### src/rtl/fetch_stage_pkg.sv
// Shared types and constants for the instruction-fetch stage.
package fetch_stage_pkg;
  localparam int INSTR_W = 32;
  localparam int XLEN    = 32;
  localparam logic [INSTR_W-1:0] NOP_INSTR = 32'h0000_0013;

  typedef struct packed {
    logic [XLEN-1:0]    pc;
    logic [INSTR_W-1:0] instr;
  } fetch_entry_t;
endpackage

### src/rtl/fetch_queue.sv
// Small synchronous FIFO of fetched {pc, instr} pairs with flush.
// The head is read straight out of registered storage; when empty it shows the last head.
module fetch_queue #(
  parameter int DEPTH = 2,
  parameter int WIDTH = 64
) (
  input  logic                     clk,
  input  logic                     rst,
  input  logic                     push,
  input  logic                     pop,
  input  logic                     flush,
  input  logic [WIDTH-1:0]         push_data,
  output logic [WIDTH-1:0]         head,
  output logic [$clog2(DEPTH):0]   count
);
  localparam int PTR_W = $clog2(DEPTH);
  localparam logic [PTR_W:0] FULL_CNT = (PTR_W+1)'(DEPTH);

  logic [WIDTH-1:0] mem_r [DEPTH];
  logic [WIDTH-1:0] last_head_r;
  logic [PTR_W-1:0] rd_ptr_r;
  logic [PTR_W-1:0] wr_ptr_r;
  logic [PTR_W:0]   count_r;
  logic             do_pop_s;
  logic             do_push_s;
  logic             not_empty_s;

  // Qualify push/pop against occupancy; a full queue accepts a push only alongside a pop.
  always_comb begin
    not_empty_s = (count_r != {(PTR_W+1){1'b0}});
    do_pop_s    = pop & not_empty_s & ~flush;
    do_push_s   = push & ~flush & ((count_r != FULL_CNT) | do_pop_s);
  end

  // Entry storage and the held copy of the most recent head.
  always_ff @(posedge clk or negedge rst) begin
    if (!rst) begin
      for (int i = 0; i < DEPTH; i++) begin
        mem_r[i] <= {WIDTH{1'b0}};
      end
      last_head_r <= {WIDTH{1'b0}};
    end else begin
      if (do_push_s) begin
        mem_r[wr_ptr_r] <= push_data;
      end
      if (not_empty_s) begin
        last_head_r <= mem_r[rd_ptr_r];
      end
    end
  end

  // Pointers and occupancy; flush wins over everything.
  always_ff @(posedge clk or negedge rst) begin
    if (!rst) begin
      rd_ptr_r <= {PTR_W{1'b0}};
      wr_ptr_r <= {PTR_W{1'b0}};
      count_r  <= {(PTR_W+1){1'b0}};
    end else if (flush) begin
      rd_ptr_r <= {PTR_W{1'b0}};
      wr_ptr_r <= {PTR_W{1'b0}};
      count_r  <= {(PTR_W+1){1'b0}};
    end else begin
      if (do_push_s) begin
        wr_ptr_r <= wr_ptr_r + PTR_W'(1);
      end
      if (do_pop_s) begin
        rd_ptr_r <= rd_ptr_r + PTR_W'(1);
      end
      count_r <= count_r + {{PTR_W{1'b0}}, do_push_s} - {{PTR_W{1'b0}}, do_pop_s};
    end
  end

  assign head  = not_empty_s ? mem_r[rd_ptr_r] : last_head_r;
  assign count = count_r;
endmodule

### src/rtl/fetch_stage.sv
// Instruction-fetch stage: issues the PC to imem, pairs returned words with their PC,
// queues them for decode and steers the PC register's sequential-next input.
module fetch_stage
  import fetch_stage_pkg::*;
#(
  parameter int bitwidth = 32,
  parameter int QDEPTH   = 2
) (
  input  logic                clk,
  input  logic                rst,
  input  logic [bitwidth-1:0] pc,
  input  logic                branch_decision,
  output logic [bitwidth-1:0] pc_plus_4,
  output logic [bitwidth-1:0] imem_addr,
  input  logic [INSTR_W-1:0]  imem_rdata,
  input  logic                id_ready,
  output logic                id_valid,
  output logic [bitwidth-1:0] id_pc,
  output logic [INSTR_W-1:0]  id_instr,
  output logic [bitwidth-1:0] id_pc_plus_4
);
  localparam int ENTRY_W = bitwidth + INSTR_W;
  localparam int CNT_W   = $clog2(QDEPTH) + 1;

  logic                pend_valid_r;
  logic [bitwidth-1:0] pend_pc_r;
  logic [CNT_W-1:0]    count_s;
  logic [CNT_W:0]      occ_s;
  logic [ENTRY_W-1:0]  head_s;
  logic                deq_s;
  logic                issue_s;
  logic                push_s;
  logic                pop_s;

  // Issue only if the in-flight word is guaranteed a free slot after this cycle's dequeue.
  always_comb begin
    deq_s   = id_valid & id_ready;
    occ_s   = {1'b0, count_s} + {{CNT_W{1'b0}}, pend_valid_r} - {{CNT_W{1'b0}}, deq_s};
    issue_s = ~branch_decision & (occ_s < (CNT_W+1)'(QDEPTH));
    push_s  = pend_valid_r & ~branch_decision;
    pop_s   = deq_s & ~branch_decision;
  end

  // PC register has no enable, so a stall feeds the current PC back.
  always_comb begin
    if (issue_s) begin
      pc_plus_4 = pc + bitwidth'(32'd4);
    end else begin
      pc_plus_4 = pc;
    end
  end

  // Tracks the fetch whose word arrives from imem next cycle.
  always_ff @(posedge clk or negedge rst) begin
    if (!rst) begin
      pend_valid_r <= 1'b0;
      pend_pc_r    <= {bitwidth{1'b0}};
    end else begin
      pend_valid_r <= issue_s;
      if (issue_s) begin
        pend_pc_r <= pc;
      end
    end
  end

  fetch_queue #(
    .DEPTH (QDEPTH),
    .WIDTH (ENTRY_W)
  ) u_queue (
    .clk       (clk),
    .rst       (rst),
    .push      (push_s),
    .pop       (pop_s),
    .flush     (branch_decision),
    .push_data ({pend_pc_r, imem_rdata}),
    .head      (head_s),
    .count     (count_s)
  );

  assign imem_addr    = pc;
  assign id_valid     = (count_s != {CNT_W{1'b0}});
  assign id_pc        = head_s[ENTRY_W-1 -: bitwidth];
  assign id_instr     = head_s[INSTR_W-1:0];
  assign id_pc_plus_4 = id_pc + bitwidth'(32'd4);
endmodule

### config.mk
export PLATFORM = sky130hd
export DESIGN_NAME = fetch_stage
export DESIGN_NICKNAME = d
export VERILOG_FILES = /design/src/rtl/fetch_stage_pkg.sv /design/src/rtl/fetch_queue.sv /design/src/rtl/fetch_stage.sv
export SDC_FILE = /design/constraint.sdc
export NUM_CORES = 1
export LEC_CHECK = 0
export BUFFER_PORTS_ARGS = -buffer_cell sky130_fd_sc_hd__buf_2
export CORE_ASPECT_RATIO = 2
export CORE_MARGIN = 2
export CORE_UTILIZATION = 60
export CTS_BUF_LIST = sky130_fd_sc_hd__clkbuf_8
export DETAILED_ROUTE_END_ITERATION = 7
export PLACE_DENSITY = 0.87
export SLEW_MARGIN = 20
export SYNTH_ARGS = -nofsm -noshare
export SYNTH_HDL_FRONTEND = slang
export SYNTH_SLANG_ARGS = --single-unit
### constraint.sdc
create_clock -name clk -period 12.05 [get_ports clk]
set_input_delay 2.41 -clock clk [delete_from_list [all_inputs] [get_ports clk]]
set_output_delay 2.41 -clock clk [all_outputs]
set_load 0.01 [all_outputs]
After elaboration in Yosys (flattened, before gate mapping)

Index checks and enable logic that the tools add are counted.
Widths: inputs -> output; s select.

Add/sub/neg operators: 8
Order comparisons: 4
Eq/ne operators: 1
Mux-type cells: 13
Bitwise gates (word level): 12
Reduce and logical (&&, ||, !) cells: 4

Operator list:

| cell                  | count |
|---|---|
| $mux 64               | 5 |
| $bwmux 128            | 1 |
| $add 32x3->32 const B | 2 |
| $demux 64 s1          | 1 |
| $mux 32               | 1 |
| $and 1x1->1           | 8 |
| $reduce_bool 2->1     | 3 |
| $ge 2x2->1 const B    | 2 |
| $mux 1                | 4 |
| $not 1->2             | 2 |
| $add 2x1->3           | 1 |
| $lt 3x2->1 const B    | 1 |
| $sub 3x1->3           | 1 |
| $add 1x1->1 const B   | 2 |
| $add 2x1->2           | 1 |
| $lt 2x1->1 const B    | 1 |
| $mux 2                | 1 |
| $ne 2x2->1 const B    | 1 |
| $sub 2x1->2           | 1 |
| $logic_and 1x1->1     | 1 |
| $not 1->1             | 1 |
| $or 1x1->1            | 1 |

Register bits: 229
Input bits: 68
Word-level logic and storage cells: 50

Logic depth before layout (Yosys ltp)

Depth after elaboration: 10
Gate-level depth with buffers: 14
Gate-level depth less buffers: 13

Modules after synthesis

A second synthesis with hierarchy kept.

Cell total of the unflattened synthesis: 863
Area, all modules: 10836.6 um^2

By module, submodules not included:

| module      | times used | cells each | area an instance (um^2) | seq. area each (um^2) |
|---|---|---|---|---|
| fetch_queue | 1          | 570        | 8165.3                  | 4904.7 |
| fetch_stage | 1          | 293        | 2671.3                  | 825.8 |

Worst setup path before layout

No wires, ideal clock.

Path type: input to output
From: input id_ready
To: output pc_plus_4[30]
Arrival: 4.867 ns
Required time: 9.640 ns
Slack: 4.773 ns
Cell stages on the path: 11
Buffers on the path: 0
Cells stage by stage: nand2_1 > inv_1 > ha_1 > nand2b_1 > fa_1 > nand2b_1 > or2_1 > or4_4 > nor2_1 > nand4_1 > xnor2_1

Word-level cells in the longest chain between the ends: 5

Ends and longest elaborated chain:

| item            | RTL line          | text |
|---|---|---|
| start, declared | fetch_stage.sv:16 | `input logic id_ready,` |
| $and 1x1->1     | fetch_stage.sv:37 | `deq_s = id_valid & id_ready;` |
| $sub 3x1->3     | fetch_stage.sv:38 | `occ_s = {1'b0, count_s} + {{CNT_W{1'b0}}, pend_valid_r} - {{CNT_W{1'b0}}, deq_s};` |
| $lt 3x2->1      | fetch_stage.sv:39 | `issue_s = ~branch_decision & (occ_s < (CNT_W+1)'(QDEPTH));` |
| $and 1x1->1     | fetch_stage.sv:39 |  |
| $mux 32         | fetch_stage.sv:46 | `if (issue_s) begin` |
| end, declared   | fetch_stage.sv:13 | `output logic [bitwidth-1:0] pc_plus_4,` |

Every way passes these cells.

Worst setup path after layout

From: input id_ready
To: output pc_plus_4[27]

Same word-level chain as after synthesis.

==> results.yml <==
run_status:
  status: "finished clean"
placement:
  hpwl_um: 16000
  port_buffers: 228
  routabilityCongestion: 0.790
floorplan:
  die_area_mm2: 0.0190
  initial_core_util: 0.607
  row_count: 69
  die_h_um: 193
  pin_count: 229
  fp.dieW_um: 98.4
  core_region_area_mm2: 0.0176
route:
  drt-total-wl_um: 23400
  first_iter_violations: 217
  vias_per_cell: 5.49
  num_vias: 7389
  wl_per_cell_um: 17.4
  drtAntennaViolNets: 0
  route.detailed.drc: 0
  firstDrtPassIters: 4
hold_path:
  min-delay-start: "u_queue.last_head_r[12]"
  hold_class: "flop to flop"
  hold_path_end: "u_queue.last_head_r[12]"
  hold_depth: 2
global_routing:
  grt_antenna_before_repair: 0
  grt_remaining_overflow: 0
  grt_max_degree: 90
  grt_pass1_vias: 7685
  grt_pass1_wl_um: 37800
  grt_use_total: 0.247
synth:
  yosysTopAreaCell: "dfrtp_1"
  synth_edf_count: 0
  syn-num-nets: 990
  synthArstFlopShare: 1.00
  synth_area_leaders: "dfrtp_1 54%, mux2_2 15%, mux2i_1 5.9%"
  synthCells: 916
  yosysWarningCount: 0
  yosysSeqAreaShare: 0.536
  synth.avg_cell_area_um2: 11.7
  yosysUniqueCellTypes: 48
  synth_area_mm2: 0.0107
  synth_seq_cells: 229
  synthFlopType: "dfrtp_1"
  synth_top_area_frac: 0.536
clock_tree:
  numCtsBuffers: 34
  cts_resized: 0
  cts_tree: "done"
  clock_sinks: 229
  cts-root-buf: "clkbuf_8"
  cts_buffer_depth: 3
  cts_hold_buf: 0
  cts-htree-levels: 2
  clkTransAtPathRegs_ns: 0.06
  clk_latency_ns: 0.50
  cts_setup_buffers: 0
critical_path:
  arrival_ns: 5.56
  endpoint_kind: "output port"
  crit_path_start_kind: "primary input"
  r2r_cells: 14
  r2r_start: "u_queue.count[1]"
  critPathKind: "primary input to output port"
  worstPathMaxFanout: 6
  r2r_end: "pend_pc_r[5]"
  rrSetupSlack_ns: 8.29
  cp.required_ns: 9.64
timing:
  drv_slew: 0
  worst-slew-pin-transition_ns: 1.02
  grt_setup_unrepaired: "false"
  post-route-period-util: 0.661
  final_hold_viol_count: 0
  fin_worst_skew_ns: 0.0286
  tns_ns: 0
  fmax_ghz: 0.126
  setup_viol: 0
  slew_headroom: 0.318
  hold_slack_ns: 0.484
  fin_crit_ns: 7.97
final_layout:
  seq_area_mm2: 0.00573
  syn_to_final_growth_pct: 16.3
  finish.utilization: 0.706
  fin_nets: 1185
  multiInputGateArea_mm2: 0.00438
  final_layout_size_suffix_gt1_frac: 0.400
  fillers: 1237
  diodes: 0
  layout_commonest_cell: "dfrtp_1"
  final_cell_mix: "228 x dfrtp_1, 227 x buf_2, 161 x nand2_1"
pwr:
  ir_drop_mv: 0.196
  p_leak_nw: 6.11
  power.density_mw_per_mm2: 302
flow_run:
  maxCapViolations: 0
[synth_stat cells (all sizes together), types with 8 or more instances]
cell type,number
nand3,8
nor3,21
mux2,146
nand2,162
buf,60
nand4,10
xor2,20
o21ai,41
nor2,19
dfrtp,229
clkbuf,17
mux2i,63
xnor2,41
inv,30
[stage by stage]
step | cells | worst slack, ns | cell area, um2 | total power [mW]
5_1_grt | 1347 | 3.87 | 12400 | 4.02
4_1_cts | 1347 | 4.10 | 12400 | 3.79
6_report | 1347 | 4.08 | 12400 | 3.76
3_5_place_dp | 1288 | 4.13 | 11700 | 3.12
3_3_place_gp | 1288 | 4.20 | 11700 | 3.03
2_1_floorplan | 916 | 4.77 | 10700 | 2.53
[sequential cells by signal, summed over array words and instances (netlist names)]
| register | cells |
|---|---|
| u_queue.mem_r | 128 |
| u_queue.count | 2 |
| u_queue.rd_ptr_r | 1 |
| pend_pc_r | 32 |
| u_queue.last_head_r | 64 |
| pend_valid_r | 1 |
| u_queue.wr_ptr_r | 1 |
[power breakdown]
group | internal, mW | total, mW | leakage [nW] | switching, mW
logic | 0.749 | 1.75 | 2.87 | 1.00
clock network | 0.368 | 0.650 | 0.402 | 0.282
registers | 1.15 | 1.36 | 2.83 | 0.207
total | 2.27 | 3.76 | 6.11 | 1.49
[final cells by class]
type,instances,area share
Clock buffer,47,0.0520
Timing Repair Buffer,236,0.0974
Multi-Input combinational cell,579,0.352
Clock inverter,12,0.00634
Tap cell,213,0.0214
Inverter,31,0.00955
Sequential cell,229,0.461
[layer usage]
layer  part of all wire  GRT usage
met5                  0          0
met1               0.40      0.303
met3              0.052     0.0330
met4              0.025     0.0890
met2               0.52      0.443
[critical path, cell delays in order]
cell and delay, ns:
buf_2 0.12, nand2_1 0.11, inv_1 0.06, ha_1 0.27
nand2b_1 0.15, fa_1 0.48, nand2b_1 0.09, nor4_2 0.70
nor2b_1 0.40, nand2b_1 0.20, nor3_1 0.25, xor2_1 0.16
buf_2 0.15
[kinds of logic after synthesis]
group	synth area share
compound gates	0.0240
xor+xnor	0.0499
fa+ha+maj	0.00772
buf+inv	0.0555
mux	0.214
flops	0.536
simple gates	0.113
[worst max path at each step]
stage / start / end
4_1_cts: id_ready / pc_plus_4[27]
3_3_place_gp: id_ready / pc_plus_4[27]
2_1_floorplan: id_ready / pc_plus_4[30]
5_1_grt: id_ready / pc_plus_4[27]
6_report: id_ready / pc_plus_4[27]
3_5_place_dp: id_ready / pc_plus_4[27]
No activity file was read; power rests on OpenSTA's default activity.
